[src/rtl/lbm_pkg.sv]
// Shared lattice types for the collision/streaming datapath.
// cell_t carries the 9 distribution bytes of one grid cell.
package lbm_pkg;

  typedef logic [8:0][7:0] cell_t;

  localparam int GRID_W = 64;
  localparam int GRID_H = 48;
  localparam int NCELLS = GRID_W * GRID_H;
  localparam logic [7:0] BARRIER_BYTE = 8'hFF;

  typedef enum logic [1:0] {
    S_IDLE,
    S_READ,
    S_DRAIN,
    S_DONE
  } sweep_state_e;

endpackage

[src/rtl/collision_sweep_if.sv]
// Sweep-side bus: control, BRAM read/write ports and collision link.
// The slave modport is the sequencer; master is its environment.
interface collision_sweep_if
  import lbm_pkg::*;
#(
  parameter int ADDR_W = 12
);

  logic              start_in;
  logic              pause_in;
  logic              rd_en_out;
  logic [ADDR_W-1:0] rd_addr_out;
  cell_t             rd_data_in;
  cell_t             coll_data_out;
  logic              coll_valid_out;
  cell_t             coll_result_in;
  logic              coll_done_in;
  logic              wr_en_out;
  logic [ADDR_W-1:0] wr_addr_out;
  cell_t             wr_data_out;
  logic              busy_out;
  logic              done_out;
  logic              err_out;

  modport master (
    output start_in, pause_in, rd_data_in,
    output coll_result_in, coll_done_in,
    input  rd_en_out, rd_addr_out,
    input  coll_data_out, coll_valid_out,
    input  wr_en_out, wr_addr_out, wr_data_out,
    input  busy_out, done_out, err_out
  );

  modport slave (
    input  start_in, pause_in, rd_data_in,
    input  coll_result_in, coll_done_in,
    output rd_en_out, rd_addr_out,
    output coll_data_out, coll_valid_out,
    output wr_en_out, wr_addr_out, wr_data_out,
    output busy_out, done_out, err_out
  );

endinterface

[src/rtl/collision_sweep_addr_fifo.sv]
// Synchronous FIFO of in-flight cell addresses.
// Pointers carry one extra bit to tell full from empty.
module addr_fifo #(
  parameter int WIDTH = 12,
  parameter int DEPTH = 32,
  localparam int PW = $clog2(DEPTH)
) (
  input  logic             clk,
  input  logic             rst_n,
  input  logic             push,
  input  logic [WIDTH-1:0] din,
  input  logic             pop,
  output logic [WIDTH-1:0] dout,
  output logic [PW:0]      count,
  output logic             full,
  output logic             empty
);

  logic [WIDTH-1:0] mem [DEPTH];
  logic [PW:0]      wp;
  logic [PW:0]      rp;
  logic             do_push;
  logic             do_pop;

  assign count   = wp - rp;
  assign empty   = (wp == rp);
  assign full    = (wp[PW] != rp[PW]) &&
                   (wp[PW-1:0] == rp[PW-1:0]);
  assign do_push = push && !full;
  assign do_pop  = pop && !empty;
  assign dout    = mem[rp[PW-1:0]];

  always_ff @(posedge clk) begin
    if (!rst_n) begin
      wp <= '0;
      rp <= '0;
    end else begin
      if (do_push) wp <= wp + 1'b1;
      if (do_pop)  rp <= rp + 1'b1;
    end
  end

  always_ff @(posedge clk) begin
    if (do_push) mem[wp[PW-1:0]] <= din;
  end

endmodule

[src/rtl/collision_sweep.sv]
// Walks every lattice cell once per frame: BRAM read -> collision ->
// write back to the originating address, one cell per cycle.
module collision_sweep
  import lbm_pkg::*;
#(
  parameter int GRID_W     = 64,
  parameter int GRID_H     = 48,
  parameter int ADDR_W     = 12,
  parameter int BRAM_LAT   = 2,
  parameter int FIFO_DEPTH = 32
) (
  input logic              clk_in,
  input logic              rst_in,
  collision_sweep_if.slave bus
);

  localparam int NCELLS = GRID_W * GRID_H;
  localparam int CW     = ADDR_W + 1;
  localparam int PW     = $clog2(FIFO_DEPTH);
  localparam int OW     = PW + 1;

  localparam logic [CW-1:0] LAST  = CW'(NCELLS - 1);
  localparam logic [CW-1:0] TOTAL = CW'(NCELLS);
  localparam logic [OW-1:0] THR   =
    OW'(FIFO_DEPTH - BRAM_LAT - 1);

  sweep_state_e state;
  sweep_state_e state_d;

  logic [CW-1:0]       rd_ptr;
  logic [CW-1:0]       wr_count;
  logic [BRAM_LAT-1:0] vld_sr;
  logic                rd_en;
  logic                pop;
  logic                err;
  logic [ADDR_W-1:0]   head;
  logic [OW-1:0]       occ;
  logic                full;
  logic                empty;
  logic                wr_en;
  logic [ADDR_W-1:0]   wr_addr;
  cell_t               wr_data;

  // Throttle leaves room for reads already in the BRAM pipe.
  assign rd_en = (state == S_READ) && !bus.pause_in &&
                 (occ < THR);
  assign pop   = bus.coll_done_in && !empty;

  always_ff @(posedge clk_in) begin
    if (!rst_in) state <= S_IDLE;
    else         state <= state_d;
  end

  always_comb begin
    state_d = state;
    unique case (state)
      S_IDLE:  if (bus.start_in) state_d = S_READ;
      S_READ:  if (rd_en && rd_ptr == LAST) state_d = S_DRAIN;
      S_DRAIN: if (wr_count == TOTAL) state_d = S_DONE;
      S_DONE:  state_d = S_IDLE;
      default: state_d = S_IDLE;
    endcase
  end

  always_ff @(posedge clk_in) begin
    if (!rst_in) begin
      rd_ptr   <= '0;
      wr_count <= '0;
      vld_sr   <= '0;
      err      <= 1'b0;
      wr_en    <= 1'b0;
      wr_addr  <= '0;
      wr_data  <= '0;
    end else begin
      vld_sr <= (vld_sr << 1) | BRAM_LAT'(rd_en);
      if (state == S_IDLE && bus.start_in) begin
        rd_ptr   <= '0;
        wr_count <= '0;
      end else begin
        if (rd_en) rd_ptr   <= rd_ptr + 1'b1;
        if (pop)   wr_count <= wr_count + 1'b1;
      end
      wr_en <= pop;
      if (pop) begin
        wr_addr <= head;
        wr_data <= bus.coll_result_in;
      end
      if ((rd_en && full) || (bus.coll_done_in && empty))
        err <= 1'b1;
    end
  end

  addr_fifo #(
    .WIDTH (ADDR_W),
    .DEPTH (FIFO_DEPTH)
  ) u_fifo (
    .clk   (clk_in),
    .rst_n (rst_in),
    .push  (rd_en),
    .din   (rd_ptr[ADDR_W-1:0]),
    .pop   (bus.coll_done_in),
    .dout  (head),
    .count (occ),
    .full  (full),
    .empty (empty)
  );

  assign bus.rd_en_out      = rd_en;
  assign bus.rd_addr_out    = rd_en ? rd_ptr[ADDR_W-1:0] : '0;
  assign bus.coll_valid_out = vld_sr[BRAM_LAT-1];
  assign bus.coll_data_out  =
    vld_sr[BRAM_LAT-1] ? bus.rd_data_in : '0;
  assign bus.wr_en_out      = wr_en;
  assign bus.wr_addr_out    = wr_addr;
  assign bus.wr_data_out    = wr_data;
  assign bus.busy_out       = (state != S_IDLE);
  assign bus.done_out       = (state == S_DONE);
  assign bus.err_out        = err;

endmodule

[src/flat_wrapper.sv]
// flat-port wrapper written by rule: the top's interface ports become plain ports
module collision_sweep_flat import lbm_pkg::*;
#(
  parameter int GRID_W     = 64,
  parameter int GRID_H     = 48,
  parameter int ADDR_W     = 12,
  parameter int BRAM_LAT   = 2,
  parameter int FIFO_DEPTH = 32
)
  (clk_in, rst_in, bus_start_in, bus_pause_in, bus_rd_data_in, bus_coll_result_in, bus_coll_done_in, bus_rd_en_out, bus_rd_addr_out, bus_coll_data_out, bus_coll_valid_out, bus_wr_en_out, bus_wr_addr_out, bus_wr_data_out, bus_busy_out, bus_done_out, bus_err_out);
  collision_sweep_if #(.ADDR_W(ADDR_W)) bus_i ();
  input logic clk_in;
  input logic rst_in;
  input wire logic [$bits(bus_i.start_in)-1:0] bus_start_in;
  input wire logic [$bits(bus_i.pause_in)-1:0] bus_pause_in;
  input wire logic [$bits(bus_i.rd_data_in)-1:0] bus_rd_data_in;
  input wire logic [$bits(bus_i.coll_result_in)-1:0] bus_coll_result_in;
  input wire logic [$bits(bus_i.coll_done_in)-1:0] bus_coll_done_in;
  output wire logic [$bits(bus_i.rd_en_out)-1:0] bus_rd_en_out;
  output wire logic [$bits(bus_i.rd_addr_out)-1:0] bus_rd_addr_out;
  output wire logic [$bits(bus_i.coll_data_out)-1:0] bus_coll_data_out;
  output wire logic [$bits(bus_i.coll_valid_out)-1:0] bus_coll_valid_out;
  output wire logic [$bits(bus_i.wr_en_out)-1:0] bus_wr_en_out;
  output wire logic [$bits(bus_i.wr_addr_out)-1:0] bus_wr_addr_out;
  output wire logic [$bits(bus_i.wr_data_out)-1:0] bus_wr_data_out;
  output wire logic [$bits(bus_i.busy_out)-1:0] bus_busy_out;
  output wire logic [$bits(bus_i.done_out)-1:0] bus_done_out;
  output wire logic [$bits(bus_i.err_out)-1:0] bus_err_out;
  assign bus_i.start_in = bus_start_in;
  assign bus_i.pause_in = bus_pause_in;
  assign bus_i.rd_data_in = bus_rd_data_in;
  assign bus_i.coll_result_in = bus_coll_result_in;
  assign bus_i.coll_done_in = bus_coll_done_in;
  assign bus_rd_en_out = bus_i.rd_en_out;
  assign bus_rd_addr_out = bus_i.rd_addr_out;
  assign bus_coll_data_out = bus_i.coll_data_out;
  assign bus_coll_valid_out = bus_i.coll_valid_out;
  assign bus_wr_en_out = bus_i.wr_en_out;
  assign bus_wr_addr_out = bus_i.wr_addr_out;
  assign bus_wr_data_out = bus_i.wr_data_out;
  assign bus_busy_out = bus_i.busy_out;
  assign bus_done_out = bus_i.done_out;
  assign bus_err_out = bus_i.err_out;
  collision_sweep #(.GRID_W(GRID_W), .GRID_H(GRID_H), .ADDR_W(ADDR_W), .BRAM_LAT(BRAM_LAT), .FIFO_DEPTH(FIFO_DEPTH)) u_core (.clk_in(clk_in), .rst_in(rst_in), .bus(bus_i));
endmodule
[config.mk]
export PLATFORM = sky130hd
export DESIGN_NAME = collision_sweep_flat
export DESIGN_NICKNAME = d
export VERILOG_FILES = /design/src/rtl/lbm_pkg.sv /design/src/rtl/collision_sweep_if.sv /design/src/rtl/collision_sweep_addr_fifo.sv /design/src/rtl/collision_sweep.sv /design/src/flat_wrapper.sv
export SDC_FILE = /design/constraint.sdc
export NUM_CORES = 1
export LEC_CHECK = 0
export ABC_AREA = 0
export CAP_MARGIN = 20
export CORE_ASPECT_RATIO = 1.1
export CORE_UTILIZATION = 54
export DETAILED_ROUTE_END_ITERATION = 10
export HOLD_SLACK_MARGIN = 0.05
export PLACE_DENSITY = 0.87
export SKIP_CTS_REPAIR_TIMING = 1
export SLEW_MARGIN = 25
export SYNTH_ARGS = -nofsm -noshare
export SYNTH_HDL_FRONTEND = slang
export SYNTH_SLANG_ARGS = --single-unit
[constraint.sdc]
create_clock -name clk_in -period 4.7 [get_ports clk_in]
set_clock_uncertainty 0.05 [all_clocks]
set_input_delay 0.47 -clock clk_in [delete_from_list [all_inputs] [get_ports clk_in]]
set_output_delay 0.47 -clock clk_in [all_outputs]
set_load 0.02 [all_outputs]
==> flow_summary.ini <==
[run_status]
status = finished, final reports clean

[timing]
finalSetupTns_ps = 0
period_needed_ps = 4550
rsz0062_at_grt = no
fmax_mhz = 220
setup_viol = 0
slew_headroom = 0.328
slew_violations = 0
timing.final.hold_violations = 0
tightestPinTransition_ps = 1000
final.period_utilization = 0.968

[pwr]
p_leak_nw = 8.88
power.total_mw = 10.9
worst_ir_drop_vdd_mv = 0.289
powerDensity_nw_per_um2 = 419

[clocking]
cts_tree = done
clock_sinks = 512
clkTransAtPathRegs_ps = 70
htree_num_levels = 2
cts_made_buffers = 47
clkLatencyLatePin_ps = 570
cts-root-buf = clkbuf_16
cts_buffer_depth = 3

[logic_synthesis]
syn_nets = 1563
netlist.area_leader.share = 0.563
yosys_warnings = 0
ys_ff_latch = 512
synth-edff-count = 384
synth-seq-area-share = 0.689
synth_cells = 1395
synth.area.top_cells = edfxtp_1 (56%), dfxtp_1 (13%), mux4_2 (12%)
synth_top_cell_by_area = edfxtp_1
ys_types = 47
synth_ff_type = edfxtp_1
syn-cell-area_um2 = 20500
async_flop_share = 0
avgSynthCellArea_um2 = 14.7

[detailed_routing]
routed.top_layer = met5
vias = 13821
drt-met1-wl_um = 22600
route.met3.wl_um = 7300
routed_wl_um = 58800
drtPass1Iterations = 5
postRouteAntennaNets = 0
drc = 0
wl_met2_um = 27200
drt_iter0_drc = 1874
routed_via_density = 6.08
wire_per_inst_um = 25.8

[die]
dieArea_um2 = 38700
core_um2 = 37200
initial_utilization = 0.550
die_h_um = 206
rows = 74
die_w_um = 188
io_pins = 323

[setup_path]
critPathKind = reg2out
end_kind = primary output
r2r_slack_ps = 470
cp.required_ps = 4180
arrival_ps = 4030
cp_max_fo = 20
critPathLaunchType = flop

[layout]
fin_area_um2 = 26000
areaGrowthSynthToFinish_pct = 27.0
drive_above_1_share = 0.141
num-nets-final = 1910

[place]
dp_hpwl_um = 37700
gp_congestion = 0.892
postPlaceCellArea_um2 = 24400
numPortBuffers = 322

[global_route]
grt_pass1_wl_um = 85500
grt_usage = 0.301
overflow = 0
grt_start_max_net_pins = 80
grt_pass1_vias = 13046
antenna_found_initial = 2

[job]
max_cap_viol_count = 0

[worst_hold_path]
hold_path.class = in2reg
==> stage by stage <==
stage,hold WS (ps),setup slack (ps),std cells,utilization
final,403,152,2275,0.698
after global routing,413,22.9,2274,0.698
after CTS,392,31.2,2274,0.698
after detailed placement,381,466,2187,0.656
after global placement,366,660,2187,0.656
after floorplan,362,576,1395,-
==> layer usage <==
layer | vias to the layer above | GRT usage
met5 | - | 0
met4 | 2 | 0.0889
met3 | 122 | 0.0674
met2 | 1098 | 0.453
met1 | 6751 | 0.441
li1 | 5848 | -
==> critical path, cell delays in order (launching register included) <==
cell and delay (ps):
dfxtp_1 480, inv_2 260, ha_1 430, a21oi_1 230
nor2_1 100, or4_4 500, a221o_1 380, clkinvlp_4 260
and2_1 190, clkdlybuf4s50_1 620
==> flip-flops by register name, summed over array words and instances, names as in the netlist <==
register                cells
u_core.u_fifo.mem         384
u_core.bus.wr_data_out     72
u_core.rd_ptr              13
u_core.wr_count            13
u_core.bus.wr_addr_out     12
u_core.u_fifo.rp            6
u_core.u_fifo.wp            6
u_core.state                2
u_core.vld_sr               2
u_core.bus.err_out          1
u_core.bus.wr_en_out        1
==> cell usage in the layout (no fill, tap or decap), types with 18 or more instances in the layout <==
cell,synthesis,layout
a21oi_1,86,86
and2_1,85,85
buf_4,2,52
clkbuf_16,0,48
clkdlybuf4s50_1,0,322
dfxtp_1,128,123
edfxtp_1,384,384
ha_1,18,18
mux4_2,108,108
nand2_1,206,206
nand3_1,19,19
nor2_1,131,131
==> cells in the mapped netlist, drive strengths merged (4+ instances only) <==
| cell | number |
|---|---|
| nor2 | 131 |
| ha | 18 |
| and2 | 85 |
| edfxtp | 384 |
| inv | 20 |
| clkbuf | 60 |
| a21oi | 86 |
| dfxtp | 128 |
| nand3 | 20 |
| buf | 18 |
| nand2 | 206 |
| nand3b | 4 |
| mux2i | 9 |
| o22ai | 11 |
| xnor2 | 13 |
| nand2b | 7 |
| xor2 | 9 |
| o31ai | 18 |
| nor3 | 5 |
| or4 | 9 |
| nand4 | 8 |
| o21ai | 5 |
| mux4 | 108 |
| and3 | 8 |
==> kinds of logic after synthesis <==
logic type / Yosys count / share of synthesized area
DFF: 512 / 0.689
and+or+nand+nor: 491 / 0.109
AOI/OAI and AO/OA: 134 / 0.0380
muxes: 117 / 0.123
buffers and inverters: 100 / 0.0194
xor gates and xnor gates: 22 / 0.00942
adders and majority gates: 19 / 0.0120
==> cell type report <==
cell class	instances	area (µm²)
Inverter	22	86.3
Antenna cell	1	2.50
Tap cell	494	618
Clock inverter	29	295
Fill cell	2236	11200
Clock buffer	58	1250
Multi-Input combinational cell	783	5990
Sequential cell	512	14100
Timing Repair Buffer	376	3640
==> report_power, final <==
part / switching (mW) / leakage (nW) / internal (mW)
clock network: 1.65 / 0.744 / 2.18
registers: 0.146 / 4.82 / 4.97
logic: 1.07 / 3.32 / 0.867
total: 2.87 / 8.88 / 8.02
==> final timing paths <==
path                         startpoint                    endpoint  cells past startpoint
min              bus_coll_result_in[15]  u_core.bus.wr_data_out[15]                      3
max reg2reg         u_core.u_fifo.rp[3]     u_core.u_fifo.mem[1][5]                     10
min reg2reg  u_core.bus.wr_data_out[23]  u_core.bus.wr_data_out[23]                      2
max                 u_core.u_fifo.rp[3]          bus_rd_addr_out[8]                      9
Power figures use the tool's default switching activity.
